===== src/rtl/uart_cmd_parser_pkg.sv =====
// uart_cmd_parser_pkg: command codes, response bytes, FSM states and defaults shared by the parser and its timer
package uart_cmd_parser_pkg;
  localparam logic [7:0] CMD_WR   = 8'h01;
  localparam logic [7:0] CMD_RD   = 8'h02;
  localparam logic [7:0] CMD_BRI  = 8'h03;
  localparam logic [7:0] CMD_BRS  = 8'h04;
  localparam logic [7:0] ACK_BYTE = 8'hAA;
  localparam logic [7:0] NAK_BYTE = 8'hEE;
  localparam int TIMEOUT_CYC_DEF  = 100000;
  typedef enum logic [2:0] {IDLE, GET_ADDR, GET_ARG, BUS_WR, BUS_RD, CAPTURE, SEND} state_t;
  function automatic logic is_known(input logic [7:0] c);
    return c inside {CMD_WR, CMD_RD, CMD_BRI, CMD_BRS};
  endfunction
endpackage


===== src/rtl/uart_cmd_timer.sv =====
// uart_cmd_timer: inter-byte timeout counter
// Ports: xipMCLK/xipRESET clock and async reset; clear restarts the count;
// enable lets it count; expired is high once TIMEOUT_CYC idle cycles have elapsed.
module uart_cmd_timer
  import uart_cmd_parser_pkg::*;
#(
  parameter int TIMEOUT_CYC = TIMEOUT_CYC_DEF
) (
  input  logic xipMCLK,
  input  logic xipRESET,
  input  logic clear,
  input  logic enable,
  output logic expired
);
  localparam int W = $clog2(TIMEOUT_CYC + 1);
  logic [W-1:0] r_cnt;
  assign expired = r_cnt == W'(TIMEOUT_CYC);
  always_ff @(posedge xipMCLK or posedge xipRESET) begin
    if (xipRESET) r_cnt <= '0;
    else if (clear || !enable) r_cnt <= '0;
    else if (!expired) r_cnt <= r_cnt + 1'b1;
  end
endmodule


===== src/rtl/uart_cmd_parser.sv =====
// uart_cmd_parser: parses host command frames from the UART RX stream into register-bus cycles and TX responses
module uart_cmd_parser
  import uart_cmd_parser_pkg::*;
#(
  parameter int TIMEOUT_CYC = TIMEOUT_CYC_DEF
) (
  input  logic       xipMCLK,
  input  logic       xipRESET,
  input  logic [7:0] rx_data,
  input  logic       rx_valid,
  output logic [7:0] tx_data,
  output logic       tx_valid,
  input  logic       tx_ready,
  output logic [7:0] reg_addr,
  output logic [7:0] reg_wdata,
  output logic       reg_we,
  output logic       reg_re,
  input  logic [7:0] reg_rdata,
  output logic       busy,
  output logic       overrun
);
  state_t     r_state, w_next;
  logic [7:0] r_cmd, r_cnt, r_addr, r_wdata, r_tx_data;
  logic       r_overrun, w_tmo, w_get;
  assign w_get = r_state inside {GET_ADDR, GET_ARG};
`ifdef UART_CMD_TIMEOUT_EN
  uart_cmd_timer #(.TIMEOUT_CYC(TIMEOUT_CYC)) u_timer (
    .xipMCLK (xipMCLK),
    .xipRESET(xipRESET),
    .clear   (rx_valid),
    .enable  (w_get),
    .expired (w_tmo)
  );
`else
  assign w_tmo = 1'b0;
`endif
  assign tx_data   = r_tx_data;
  assign tx_valid  = r_state == SEND;
  assign reg_addr  = r_addr;
  assign reg_wdata = r_wdata;
  assign reg_we    = r_state == BUS_WR;
  assign reg_re    = r_state == BUS_RD;
  assign busy      = r_state != IDLE;
  assign overrun   = r_overrun;
  always_ff @(posedge xipMCLK or posedge xipRESET) begin
    if (xipRESET) r_state <= IDLE;
    else r_state <= w_next;
  end
  always_comb begin
    w_next = r_state;
    case (r_state)
      IDLE:     if (rx_valid) w_next = is_known(rx_data) ? GET_ADDR : SEND;
      GET_ADDR: w_next = rx_valid ? (r_cmd == CMD_RD ? BUS_RD : GET_ARG) : (w_tmo ? IDLE : GET_ADDR);
      GET_ARG:  w_next = rx_valid ? (r_cmd == CMD_WR ? BUS_WR : BUS_RD) : (w_tmo ? IDLE : GET_ARG);
      BUS_WR:   w_next = SEND;
      BUS_RD:   w_next = CAPTURE;
      CAPTURE:  w_next = SEND;
      SEND:     if (tx_ready) w_next = r_cnt != 8'd0 ? BUS_RD : IDLE;
      default:  w_next = IDLE;
    endcase
  end
  always_ff @(posedge xipMCLK or posedge xipRESET) begin
    if (xipRESET) begin
      r_cmd     <= '0;
      r_cnt     <= '0;
      r_addr    <= '0;
      r_wdata   <= '0;
      r_tx_data <= '0;
      r_overrun <= 1'b0;
    end else begin
      if (rx_valid && !(r_state == IDLE || w_get)) r_overrun <= 1'b1;
      case (r_state)
        IDLE: if (rx_valid) begin
          r_cmd <= rx_data;
          r_cnt <= '0;
          if (!is_known(rx_data)) r_tx_data <= NAK_BYTE;
        end
        GET_ADDR: if (rx_valid) r_addr <= rx_data;
        GET_ARG: if (rx_valid) begin
          if (r_cmd == CMD_WR) r_wdata <= rx_data;
          else r_cnt <= rx_data;
        end
        BUS_WR:  r_tx_data <= ACK_BYTE;
        CAPTURE: r_tx_data <= reg_rdata;
        SEND: if (tx_ready && r_cnt != 8'd0) begin
          r_cnt <= r_cnt - 8'd1;
          if (r_cmd == CMD_BRI) r_addr <= r_addr + 8'd1;
        end
        default: ;
      endcase
    end
  end
endmodule


===== config.mk =====
export PLATFORM = sky130hd
export DESIGN_NAME = uart_cmd_parser
export DESIGN_NICKNAME = d
export VERILOG_FILES = /design/src/rtl/uart_cmd_parser_pkg.sv /design/src/rtl/uart_cmd_timer.sv /design/src/rtl/uart_cmd_parser.sv
export SDC_FILE = /design/constraint.sdc
export NUM_CORES = 1
export LEC_CHECK = 0
export CAP_MARGIN = 15
export CORE_AREA = 2 2 69 71
export CTS_BUF_LIST = sky130_fd_sc_hd__clkbuf_16
export CTS_CLUSTER_DIAMETER = 100
export DETAILED_ROUTE_END_ITERATION = 12
export DIE_AREA = 0 0 71 73
export PLACE_DENSITY_LB_ADDON = 0.05
export SKIP_LAST_GASP = 1
export SYNTH_ARGS = -nofsm -noshare
export SYNTH_HDL_FRONTEND = slang
export SYNTH_SLANG_ARGS = --single-unit
export TNS_END_PERCENT = 50

===== constraint.sdc =====
create_clock -name xipMCLK -period 5.25 [get_ports xipMCLK]
set_input_delay 1.575 -clock xipMCLK [delete_from_list [all_inputs] [get_ports xipMCLK]]
set_output_delay 1.575 -clock xipMCLK [all_outputs]
set_load 0.05 [all_outputs]

## Word-level counts from Yosys, hierarchy flattened

Index checks and enable logic that the tools add are counted.

| word-level totals | value |
|---|---|
| latch bits | 0 |
| RAM bits | 0 |
| output and inout port bits | 29 |
| bits in registers | 44 |
| memories | 0 |
| input port bits | 20 |
| ROM bits | 0 |

| cells by class | value |
|---|---|
| shifts and indexed selects | 0 |
| bitwise logic cells | 0 |
| multiply operators | 0 |
| reduce and logical (&&, ||, !) cells | 19 |
| equal/unequal tests | 21 |
| divide/modulo/power cells | 0 |
| magnitude comparators | 0 |
| mux-type cells | 21 |
| add/subtract/negate cells | 2 |

Operators with widths:

| cell | count |
|---|---|
| $mux 8 | 9 |
| $pmux 8 s3 | 2 |
| $eq 8x2->1 const B | 4 |
| $mux 3 | 8 |
| $pmux 3 s6 | 1 |
| $eq 8x1->1 const B | 2 |
| $pmux 8 s2 | 1 |
| $ne 2x2->1 const B | 5 |
| $eq 3x3->1 const B | 3 |
| $reduce_bool 3->1 | 3 |
| $add 8x1->8 const B | 1 |
| $eq 8x3->1 const B | 1 |
| $reduce_bool 8->1 | 1 |
| $sub 8x1->8 const B | 1 |
| $eq 3x2->1 const B | 2 |
| $ne 2x1->1 const B | 3 |
| $reduce_and 3->1 | 2 |
| $reduce_and 5->1 | 1 |
| $reduce_and 2->1 | 2 |
| $reduce_and 4->1 | 1 |
| $reduce_bool 2->1 | 2 |
| $reduce_bool 4->1 | 1 |
| $eq 3x1->1 const B | 1 |
| $logic_not 3->1 | 1 |
| 4 further kinds | 5 |

## Longest topological paths before layout

Gate-level depths: netlist (run 1).

| depth | value |
|---|---|
| word-level depth | 5 |
| gate-level depth with buffers | 8 |
| gate-level depth less buffers | 7 |

## Worst setup path after synthesis (run 1)

No wires, ideal clock.

| timing | value |
|---|---|
| path kind | register to output |
| from | register r_state[1] |
| to | output port reg_re |
| setup slack | 1.810 ns |
| buffers on the path | 2 |
| arrival | 1.865 ns |
| required time | 3.675 ns |
| cell stages (with the launch flop) | 4 |
| cells stage by stage | dfrtp_1 -> clkbuf_1 -> buf_1 -> nor3_1 |

| between the ends | value |
|---|---|
| word-level cells in the longest chain between the ends | 1 |

Ends and longest elaborated chain:

| what | RTL line | RTL |
|---|---|---|
| start, declared | uart_cmd_parser.sv:22 | `state_t r_state, w_next;` |
| start signal, assigned | uart_cmd_parser.sv:47 | `else r_state <= w_next;` |
| $eq 3x3->1 | uart_cmd_parser.sv:42 | `assign reg_re = r_state == BUS_RD;` |
| end, declared | uart_cmd_parser.sv:17 | `output logic reg_re,` |

No other way between the ends.

## Worst setup path after layout (run 1)

| timing | value |
|---|---|
| from | register r_state[1] |
| to | output port tx_valid |

| between the ends | value |
|---|---|
| word-level cells in the longest chain between the ends | 1 |

Ends and longest elaborated chain:

| what | RTL line | RTL |
|---|---|---|
| $eq 3x3->1 | uart_cmd_parser.sv:38 | `assign tx_valid = r_state == SEND;` |
| end, declared | uart_cmd_parser.sv:12 | `output logic tx_valid,` |

No other way between the ends.

==> reports/results.txt, run 1 <==
The run gives 2,029 as the via count. The via count of the first global-routing pass was 1,932. The tools report the initial antenna violation count as 0.

The post-synthesis cell type count was 56. In this run the worst path has a maximum fanout of 20. The first TritonRoute pass finished after 4 iterations. During synthesis, Yosys emitted a total of 0 warnings. The starting density of the core was 0.525; the final wirelength was 5660 um. Routability-driven placement finished with a final weighted congestion of 0.897. Setup repair after global routing left no endpoint under its margin. Of all cell types, the one taking the most synthesized area is sky130_fd_sc_hd__dfrtp_1. The number of resized instances in the post-cts repair step is 0, and the number of standard cells after synthesis is 235. The commonest non-fill, non-tap cell in the layout was sky130_fd_sc_hd__clkdlybuf4s50_1. In this run the tool buffered the top-level ports with 48 buffer cells. In the layout the commonest cells are sky130_fd_sc_hd__clkdlybuf4s50_1, sky130_fd_sc_hd__dfrtp_1, sky130_fd_sc_hd__nand2_1. The tools report the maximum number of pins on one net before global-route repair as 45.

The critical path in this run is classified as flip-flop to output port. In this run the number of H-tree levels came out at 2. The final layout contains 306 nets.

The remaining routing DRC violations is 0, and the placement-stage cell area is 2910 um2. TritonCTS built the clock tree. The share of the yosys chip area belonging to registers was 0.462. The region available for standard cell placement spans 4540 um2. The remaining antenna violation count was 0. Final cell area excluding filler cells: 3080 um2. For this run the aggregate overflow at the end of global routing stands at 0.

In this run, synthesis inferred 0 flip-flops with an integrated enable. In the final routed layout, each cell accounts on average for 16.7 um. At the pin with the least slew margin, the transition time is 723 ps. The largest vdd supply drop is 0.390 mV. Share of Yosys cell area claimed by the top area cell type: 0.462. The cell leakage power was 1.27 nW. The tools report the hold buffer count at CTS as 0. Fraction of final layout cells sized beyond drive strength 1: 0.130. The run gives 0 as the final max-slew violation count. The arrival time reported for the critical path endpoint is 2760 ps, and the per-cell via count in the routed design is 6.00. The tightest min-delay check is of the flip-flop to flip-flop type. The tools report the clock latency reported for the late side of the worst-skew pair as 280 ps. For the total track usage, the log shows 0.232.

Flip-flop and latch count after synthesis: 44. Between clock sinks in the finished design, the worst skew comes to 6.85 ps. The post-synth design cell area was 2380 um2. The die covers 5180 um2. In this run the count of I/O pins placed on the die edge is 49. The tools report the highest clock rate as 231 MHz. The run finished with clean final reports.

The floorplan step set the die width to 71 um. After clock tree synthesis, the setup repair step added 0 buffers. The cell sitting at the root of the clock tree is a sky130_fd_sc_hd__clkbuf_16.

The tools report the HPWL after detailed placement as 3990 um. The count of final setup violators was 0. Ranked by total cell area, the synthesized netlist is headed by sky130_fd_sc_hd__dfrtp_1, sky130_fd_sc_hd__mux2_2, sky130_fd_sc_hd__nand2_1. Synthesized netlist net count: 258. For this run, the leading register cell type out of synthesis is sky130_fd_sc_hd__dfrtp_1. The first global-routing pass estimated 9390 um of wire. The y dimension of the die came out at 73 um. The share of the clock period used by the worst path after layout is 0.826. The tools report the total count of hold-check failures in the final report as 0. The synthesis-to-layout area growth was 29.1%; the reported max-cap violation count was 0.

For this design the ratio of total power to cell area is 642 nW/um2. The tools report the clock net sink count as 44. STA classifies the critical path startpoint as a flip-flop. The floorplan has 25 rows. For the final-layout setup total negative slack, the log shows 0 ps. After clock tree synthesis, the clock-pin slew on the worst setup and hold paths is 60 ps.

The antenna diode count was 0. The worst setup path is captured at an output port. Data on the critical path is required at its endpoint by 3680 ps.

The async set-or-reset flop fraction in the synthesized netlist is 1.00, and the worst max-slew margin expressed relative to the limit is 0.518. The post-layout minimum cycle time works out to 4330 ps. Dividing the synthesized area by the synthesized cell count gives 10.1 um2. The maximum count of clock buffers along a single path is 2, and the violation count after the first detailed-route iteration is 158. Counting the buffers created by CTS gives 5.
critical path: stages (launching register included):
cell and delay (ps):
sky130_fd_sc_hd__dfrtp_1 710, sky130_fd_sc_hd__nor2b_1 360, sky130_fd_sc_hd__nand2_2 190, sky130_fd_sc_hd__clkinv_1 340, sky130_fd_sc_hd__clkdlybuf4s50_1 870
sequential cells by signal, summed over array words and instances (netlist names):
name,cells
reg_wdata,8
r_cnt,8
r_state,3
r_cmd,8
reg_addr,8
tx_data,8
overrun,1
Yosys cell counts, types with 3 or more instances:
cell type                   count
sky130_fd_sc_hd__dfrtp_1       44
sky130_fd_sc_hd__nand2_1       20
sky130_fd_sc_hd__mux2_2        16
sky130_fd_sc_hd__nor2_1        14
sky130_fd_sc_hd__o21ai_0       13
sky130_fd_sc_hd__inv_1         10
sky130_fd_sc_hd__a21oi_1        7
sky130_fd_sc_hd__nor3_1         7
sky130_fd_sc_hd__o22ai_1        7
sky130_fd_sc_hd__clkbuf_1       6
sky130_fd_sc_hd__a2bb2oi_1      5
sky130_fd_sc_hd__a31oi_1        5
sky130_fd_sc_hd__nand3_1        5
sky130_fd_sc_hd__o22a_1         5
sky130_fd_sc_hd__o31ai_1        4
sky130_fd_sc_hd__xnor2_1        4
sky130_fd_sc_hd__a21o_1         3
sky130_fd_sc_hd__and2_1         3
sky130_fd_sc_hd__buf_2          3
sky130_fd_sc_hd__ha_1           3
sky130_fd_sc_hd__nand4_1        3
sky130_fd_sc_hd__nor2b_1        3
cell families (layout without fill, tap and decap cells):
family	count (synthesis)	in the layout	share of synthesized area
adder cells (fa/ha/maj)	3	3	0.0158
multiplexers	16	16	0.0756
buffers and inverters	21	70	0.0347
XOR/XNOR	6	6	0.0221
AND/OR/NAND/NOR	76	76	0.179
flip-flops	44	44	0.462
AO/OA/AOI/OAI	69	69	0.211
routing by layer:
metal / up-vias / GRT usage / wire length [um] / part of all wire
li1: 977 / - / - / -
met1: 985 / 0.312 / 2560 / 0.45
met2: 56 / 0.370 / 2740 / 0.48
met3: 11 / 0.0552 / 280 / 0.049
met4: 0 / 0.0797 / 80 / 0.014
met5: - / 0 / 0 / 0
power breakdown:
group          internal (mW)  switching, mW
Combinational          0.399          0.594
Sequential             0.465          0.167
Clock                  0.223          0.126
path summary, 6_finish.rpt:
check / from / endpoint / slack [ps] / cells past startpoint
min: overrun$_DFFE_PP0P_ / overrun$_DFFE_PP0P_ / 460 / 1
min reg2reg: overrun$_DFFE_PP0P_ / overrun$_DFFE_PP0P_ / 460 / 1
max in group asynchronous: xipRESET / tx_data[4]$_DFFE_PP0P_ / 3140 / 3
max reg2reg: r_state[0]$_DFFE_PP0P_ / reg_addr[5]$_DFFE_PP0P_ / 2480 / 6
min in group asynchronous: xipRESET / reg_wdata[2]$_DFFE_PP0P_ / 1740 / 3
max: r_state[1]$_DFFE_PP0P_ / tx_valid / 920 / 4
through the flow:
step	std cells	utilization	setup WS (ps)	power, mW	hold slack, ps
final	338	0.678	915	1.97	458
after global placement	329	0.640	1330	1.60	441
after CTS	338	0.678	914	1.99	462
after global routing	338	0.678	743	2.10	474
after detailed placement	330	0.641	1230	1.63	447
after floorplan	235	-	1810	1.34	493
cell type report:
type	count	area, um2
Timing Repair Buffer	51	500
Inverter	11	41.3
Clock inverter	3	42.5
Multi-Input combinational cell	170	1200
Sequential cell	44	1100
Fill cell	376	1460
Tap cell	54	67.6
Clock buffer	5	125
No activity file was read; power rests on OpenSTA's default activity.
==> inputs of run 2 (changes only) <==
Settings changed: CORE_AREA 2 2 69 71 to 2 2 72 74, DIE_AREA 0 0 71 73 to 0 0 74 76.
Clock period 5.25 ns to 4.5 ns, I/O delays scaled along.
==> run 2 against run 1 <==
Effect of this change: clock power increased by 4%; via count increased by 3.4%; utilization decreased by 4.5 points; first-iteration DRC count decreased by 0.63%; critical path type unchanged; largest power group unchanged; highest routed layer unchanged.
==> reports/results.txt, run 2 (synthesized netlist as in run 1, its figures left out) <==
The arrival time reported for the critical path endpoint came out at 2310 ps (was 2760 ps). The H-tree depth reported by CTS was 2 (unchanged). The number of optimization iterations in the first detailed-route pass was 5 (was 4).

Busiest metal layer after global routing: met2 (unchanged). The final-layout setup total negative slack was 0 ps (unchanged); the weighted congestion reported at the end of routability-driven placement was 0.895 (was 0.897). The run gives 0 (unchanged) as the reported max-cap violation count. Type of element launching the critical path: a flip-flop (unchanged). The highest clock rate is 273 MHz, and the total of buffers placed on input and output ports is 48 (unchanged). Y dimension of the die: 76 um (was 73 um).

Commonest cells after routing, fill and taps aside: sky130_fd_sc_hd__clkdlybuf4s50_1, sky130_fd_sc_hd__dfrtp_1, sky130_fd_sc_hd__nand2_1 (unchanged). Commonest non-fill, non-tap cell in the layout: sky130_fd_sc_hd__clkdlybuf4s50_1 (unchanged). The run gives 0 (unchanged) as the remaining antenna violation count. The power density over the cells was 739 nW/um2 (was 642 nW/um2); the number of resized instances in the post-cts repair step was 0 (unchanged).

The longest individual stage delay on the worst path was 800 ps (was 870 ps). The tools report the final wirelength as 5930 um (was 5660 um). Antenna diode count: 0 (unchanged). The run gives 0 (unchanged) as the remaining global-route overflow. The flow ran to the end, and the final reports show no timing, DRC or antenna violations. The area of the die is 5620 um2 (was 5180 um2). The tools report the critical path endpoint category as an output port (unchanged). The logs give 0.0384 (was 0.0552) for the global routing usage on met3 and 0 (unchanged) for the initial antenna violation count.

The cell leakage power is 1.28 nW (was 1.27 nW). The core footprint is 4910 um2 (was 4540 um2), and the largest fanout of any net on the critical path is 9 (was 20). The tools report the clock latency reported for the late side of the worst-skew pair as 290 ps (was 280 ps). The count of final setup violators was 0 (unchanged); the worst clock skew was 5.51 ps (was 6.85 ps). The final net count was 310 (was 306).

The run gives 5 (unchanged) as the number of buffers created by CTS. Crit path cell chain: nor2b_1 -> nand2_2 -> clkinv_1 -> clkdlybuf4s50_1 (unchanged). The maximum count of clock buffers along a single path was 2 (unchanged). The synthesis-to-layout area growth is 30.6% (was 29.1%). The violation count after the first detailed-route iteration is 157 (was 158). Starting density of the core: 0.485 (was 0.525). For the total track usage, the log shows 0.223 (was 0.232). The post-CTS setup buffer count is 0 (unchanged). Type of the setup path with the least slack: flip-flop to output port (unchanged). The final max-slew violation count is 0 (unchanged). The total number of placement rows is 26 (was 25), and the worst max-slew margin expressed relative to the limit is 0.451 (was 0.518). The remaining routing DRC violations came out at 0 (unchanged). The clock net sink count is 44 (unchanged). Via count of the first global-routing pass: 2,063 (was 1,932). The die boundary width is 74 um (was 71 um). The met1 track utilization from global routing was 0.320 (was 0.312); the met2 layer usage reported by global route was 0.338 (was 0.370). TritonCTS built the clock tree. The largest vdd supply drop was 0.371 mV (was 0.390 mV).

The first-pass GRT wire length is 9920 um (was 9390 um), and the transition time at the pin with the least slew margin is 819 ps (was 723 ps). Cell with the biggest individual delay on the critical path: sky130_fd_sc_hd__clkdlybuf4s50_1 (unchanged). Root cell of the clock tree: sky130_fd_sc_hd__clkbuf_16 (unchanged).

The per-cell via count in the routed design works out to 5.86 (was 6.00). For the data required time of the critical path, the log shows 3150 ps (was 3680 ps). The share of the clock period used by the worst path after layout came out at 0.814. The maximum number of pins on one net before global-route repair was 25 (was 45); the register clock-pin slew on the reported worst setup and hold paths was 60 ps (about the same).

The startpoint of the most critical hold path was overrun$_DFFE_PP0P_ (unchanged). The hold buffer count at CTS is 0 (unchanged), and the via count is 2,098 (was 2,029). HPWL after detailed placement: 4220 um (was 3990 um). Setup repair after global routing left no endpoint under its margin.

The routed wirelength normalized by instance count came out at 16.6 um (was 16.7 um). For the total count of hold-check failures in the final report, the log shows 0 (unchanged). The source of the worst register-to-register timing path was r_cnt[0]$_DFFE_PP0P_ (was r_state[0]$_DFFE_PP0P_). Counting I/O delays and the setup requirement, the final critical path takes 3660 ps.

The class of the tightest hold or removal check was flip-flop to flip-flop (unchanged). The tools report the critical path startpoint as r_state[1]$_DFFE_PP0P_ (unchanged). The I/O pin count came out at 49 (unchanged).

The fraction of final layout cells sized beyond drive strength 1 was 0.142 (was 0.130); the total power after layout was 2.30 mW (was 1.97 mW).
[run 2: changes by cell type in the layout (fill, tap and decap cells not counted)]
cell	delta
sky130_fd_sc_hd__clkinv_4	+1
sky130_fd_sc_hd__buf_4	+5
sky130_fd_sc_hd__bufinv_16	-1
sky130_fd_sc_hd__clkinv_2	-1
sky130_fd_sc_hd__buf_2	-1
sky130_fd_sc_hd__clkinvlp_4	+1
[run 2: area by class of cell]
class / instances / area [um2]
Sequential cell: 44 / 1100
Fill cell: 400 / 1800
Timing Repair Buffer: 55 / 533
Clock inverter: 3 / 23.8
Inverter: 11 / 41.3
Clock buffer: 5 / 125
Multi-Input combinational cell: 170 / 1200
Tap cell: 70 / 87.6
[run 2: routing by layer]
| layer | share of wire | vias to the layer above |
|---|---|---|
| met5 | 0 | - |
| met4 | 0.0096 | 0 |
| met3 | 0.048 | 6 |
| met2 | 0.49 | 69 |
| met1 | 0.45 | 1024 |
| li1 | - | 999 |
[run 2: path summary, 6_finish.rpt]
path / end / slack [ps] / cells after the start
worst max register to register: r_cnt[6]$_DFFE_PP0P_ / 2050 / 8
max in group asynchronous: r_cnt[1]$_DFFE_PP0P_ / 2350 / 3
worst min register to register: overrun$_DFFE_PP0P_ / 460 / 1
worst max-delay path: tx_valid / 840 / 4
worst min-delay path: overrun$_DFFE_PP0P_ / 460 / 1
min in group asynchronous: reg_wdata[2]$_DFFE_PP0P_ / 1420 / 2
[run 2: worst max-delay path: cells and delay by family (launching register included)]
kind | cells | cell delay [ps]
and+or+nand+nor | 2 | 640
DFF | 1 | 490
buffers and inverters | 2 | 900
[run 2: through the flow]
stage          cells  utilization  hold WS [ps]  area (um2)  worst slack (ps)
2_1_floorplan    235            -           493        2380              1280
5_1_grt          358        0.633           480        3110               766
6_report         358        0.633           460        3110               837
3_3_place_gp     350        0.603           440        2960               970
3_5_place_dp     350        0.603           452        2960               949
4_1_cts          358        0.633           466        3110               886
[run 2: power by group]
group          internal, mW  total [mW]  switching (mW)
Combinational         0.489        1.26           0.767
Sequential            0.543       0.678           0.135
Clock                 0.207       0.365           0.158
Total                  1.24        2.30            1.06
==> inputs of run 3 (changes only) <==
Clock period 4.5 ns to 3.47 ns, I/O delays scaled along.
==> run 3 against run 2 <==
Effect of this change: via count grew 0.62%; clock-buffer cell count unchanged; setup slack worse by 550 ps; utilization rose by 1.3 points; global-route usage increased by 1.7 points; combinational power is 27% higher; final cell count rose by 1.1%; design area rose by 2.0%; critical path type unchanged; largest power group unchanged.
==> reports/results.txt, run 3 (synthesized netlist as in run 1, its figures left out) <==
The final wirelength is 6200 um (was 5930 um), and the cell leakage power is 1.32 nW (was 1.28 nW). The hold buffer count at CTS came out at 0 (unchanged). The worst max-slew margin expressed relative to the limit is 0.432 (was 0.451). The net switching power was 1.39 mW (was 1.06 mW). TritonCTS built the clock tree.

The weighted congestion reported at the end of routability-driven placement was 0.837 (was 0.895). The run gives 0 (unchanged) as the post-CTS setup buffer count. For the antenna diode count, the log shows 0 (unchanged). The tools report the type of element launching the critical path as a flip-flop (unchanged). Class of the tightest hold or removal check: flip-flop to flip-flop (unchanged). The die boundary width is 74 um (unchanged).

The commonest non-fill, non-tap cell in the layout is sky130_fd_sc_hd__clkdlybuf4s50_1 (unchanged). The proportion of total power due to net switching was 0.450 (was 0.461). The per-cell via count in the routed design came out at 5.83 (was 5.86). The share of the clock period used by the worst path after layout came out at 0.917. The count of cells along the worst register-to-register path is 7 (was 8). The clock period could shrink to 3180 ps. The largest fanout of any net on the critical path is 21 (was 9). The share of power burned in combinational logic is 0.521 (was 0.546). The run gives 26 (unchanged) as the total number of placement rows. Cell-internal power: 1.69 mW (was 1.24 mW). The H-tree depth reported by CTS is 2 (unchanged). For the final-layout setup total negative slack, the log shows 0 ps (unchanged). The portion of total power attributed to the clock network was 0.179 (was 0.159); the initial antenna violation count was 0 (unchanged).

The run gives 4910 um2 (unchanged) as the core footprint. The reg-to-reg endpoint is reg_addr[5]$_DFFE_PP0P_ (was r_cnt[6]$_DFFE_PP0P_). Number of resized instances in the post-cts repair step: 0 (unchanged).

The via count of the first global-routing pass is 2,116 (was 2,063). For the total count of hold-check failures in the final report, the log shows 0 (unchanged). The tools report the clock latency reported for the late side of the worst-skew pair as 290 ps (about the same).

The termination of the worst setup path was busy (was tx_valid). Clock net sink count: 44 (unchanged). The flow ran to the end, and the final reports show no timing, DRC or antenna violations. The transition time at the pin with the least slew margin works out to 843 ps (was 819 ps).

For the HPWL after detailed placement, the log shows 4310 um (was 4220 um). The count of final setup violators came out at 0 (unchanged). The proportion of power drawn by flip-flops and latches is 0.300 (was 0.295), and the total of buffers placed on input and output ports is 48 (unchanged). For the via count, the log shows 2,111 (was 2,098). Derived from the worst setup path, the maximum achievable clock frequency is 314 MHz. The remaining global-route overflow is 0 (unchanged).

The tools report the source of the worst register-to-register timing path as r_state[0]$_DFFE_PP0P_ (was r_cnt[0]$_DFFE_PP0P_). The power density over the cells is 971 nW/um2 (was 739 nW/um2), and the first-pass GRT wire length is 10,500 um (was 9920 um). Commonest cells after routing, fill and taps aside: sky130_fd_sc_hd__clkdlybuf4s50_1, sky130_fd_sc_hd__dfrtp_1, sky130_fd_sc_hd__nand2_1 (unchanged). The y dimension of the die came out at 76 um (unchanged). For the layout filler cell count, the log shows 400 (unchanged). The type of the setup path with the least slack is flip-flop to output port (unchanged).

The critical path endpoint category was an output port (unchanged). The register clock-pin slew on the reported worst setup and hold paths is 70 ps (was 60 ps). The routed wirelength normalized by instance count works out to 17.1 um (was 16.6 um). Setup repair after global routing left no endpoint under its margin. Fraction of final layout cells sized beyond drive strength 1: 0.158 (was 0.142). Cell with the biggest individual delay on the critical path: sky130_fd_sc_hd__clkdlybuf4s50_1 (unchanged). The run gives 49 (unchanged) as the I/O pin count. The tools report the arrival time reported for the critical path endpoint as 2140 ps (was 2310 ps). For the remaining routing DRC violations, the log shows 0 (unchanged). Crit path cell chain: or3_1 -> clkdlybuf4s50_1 (was nor2b_1 -> nand2_2 -> clkinv_1 -> clkdlybuf4s50_1). The tools report the root cell of the clock tree as sky130_fd_sc_hd__clkbuf_16 (unchanged).

The longest individual stage delay on the worst path was 730 ps (was 800 ps); the worst clock skew was 6.11 ps (was 5.51 ps). The remaining antenna violation count is 0 (unchanged), and the starting density of the core is 0.485 (unchanged). The synthesis-to-layout area growth was 33.2% (was 30.6%); the largest vdd supply drop was 0.471 mV (was 0.371 mV). Final net count: 314 (was 310). The logs give 143 (was 157) for the violation count after the first detailed-route iteration and 45 (was 25) for the maximum number of pins on one net before global-route repair. The critical path startpoint was r_state[0]$_DFFE_PP0P_ (was r_state[1]$_DFFE_PP0P_). Total track usage: 0.240 (was 0.223). The setup slack of the worst register-to-register path is 870 ps (was 2050 ps). The area of the die was 5620 um2 (unchanged); the reported max-cap violation count was 0 (unchanged). Number of optimization iterations in the first detailed-route pass: 4 (was 5). For the final cell area excluding filler cells, the log shows 3170 um2 (was 3110 um2).

Final max-slew violation count: 0 (unchanged). The number of buffers created by CTS was 5 (unchanged). The placement-stage cell area was 3000 um2 (was 2960 um2). The maximum count of clock buffers along a single path is 2 (unchanged), and the data required time of the critical path is 2430 ps (was 3150 ps).
[run 3: power by group through the flow]
stage | clock [mW] | combinational, mW | sequential (mW)
4_1_cts | 0.559 | 1.60 | 0.919
3_5_place_dp | 0 | 1.60 | 0.922
3_3_place_gp | 0 | 1.58 | 0.920
2_1_floorplan | 0 | 0.854 | 1.17
6_report | 0.552 | 1.60 | 0.925
5_1_grt | 0.584 | 1.74 | 0.958
[run 3: layout make-up]
cell class | instances | area [um2] | share of cell area
repair buffers | 59 | 573 | 0.181
well taps | 70 | 87.6 | 0.0276
inverters | 11 | 41.3 | 0.0130
multi-input cells | 170 | 1200 | 0.378
flip-flops and latches | 44 | 1100 | 0.347
clock inverters | 3 | 46.3 | 0.0146
clock buffers | 5 | 125 | 0.0394
[run 3: worst max-delay path: cells and delay by family, from the launching register on]
kind	cells	cell delay, ps
flip-flops	1	610
AND/OR/NAND/NOR	1	510
buffers and inverters	1	730
[run 3: layer usage]
| layer | global-route usage | part of all wire | up-vias |
|---|---|---|---|
| met5 | 0 | 0 | - |
| met1 | 0.345 | 0.46 | 1038 |
| met3 | 0.0476 | 0.050 | 17 |
| li1 | - | - | 997 |
| met2 | 0.354 | 0.47 | 59 |
| met4 | 0.0945 | 0.025 | 0 |
[run 3: how the worst min path moves through the flow]
stage                                    start              endpoint  slack [ps]  cells past startpoint
final                      overrun$_DFFE_PP0P_   overrun$_DFFE_PP0P_         460                      1
after global placement     overrun$_DFFE_PP0P_   overrun$_DFFE_PP0P_         440                      1
after detailed placement   overrun$_DFFE_PP0P_   overrun$_DFFE_PP0P_         440                      1
after global routing       overrun$_DFFE_PP0P_   overrun$_DFFE_PP0P_         490                      1
after CTS                  overrun$_DFFE_PP0P_   overrun$_DFFE_PP0P_         460                      1
after floorplan           r_cnt[7]$_DFFE_PP0P_  r_cnt[7]$_DFFE_PP0P_         490                      1
[run 3: per-stage QoR]
stage / std cells / utilization / worst slack (ps) / power, mW / hold slack (ps)
2_1_floorplan: 235 / - / 564 / 2.03 / 493
3_3_place_gp: 354 / 0.611 / 357 / 2.50 / 441
3_5_place_dp: 354 / 0.611 / 340 / 2.52 / 444
4_1_cts: 362 / 0.646 / 293 / 3.08 / 458
5_1_grt: 362 / 0.646 / 173 / 3.28 / 492
6_report: 362 / 0.646 / 288 / 3.08 / 455
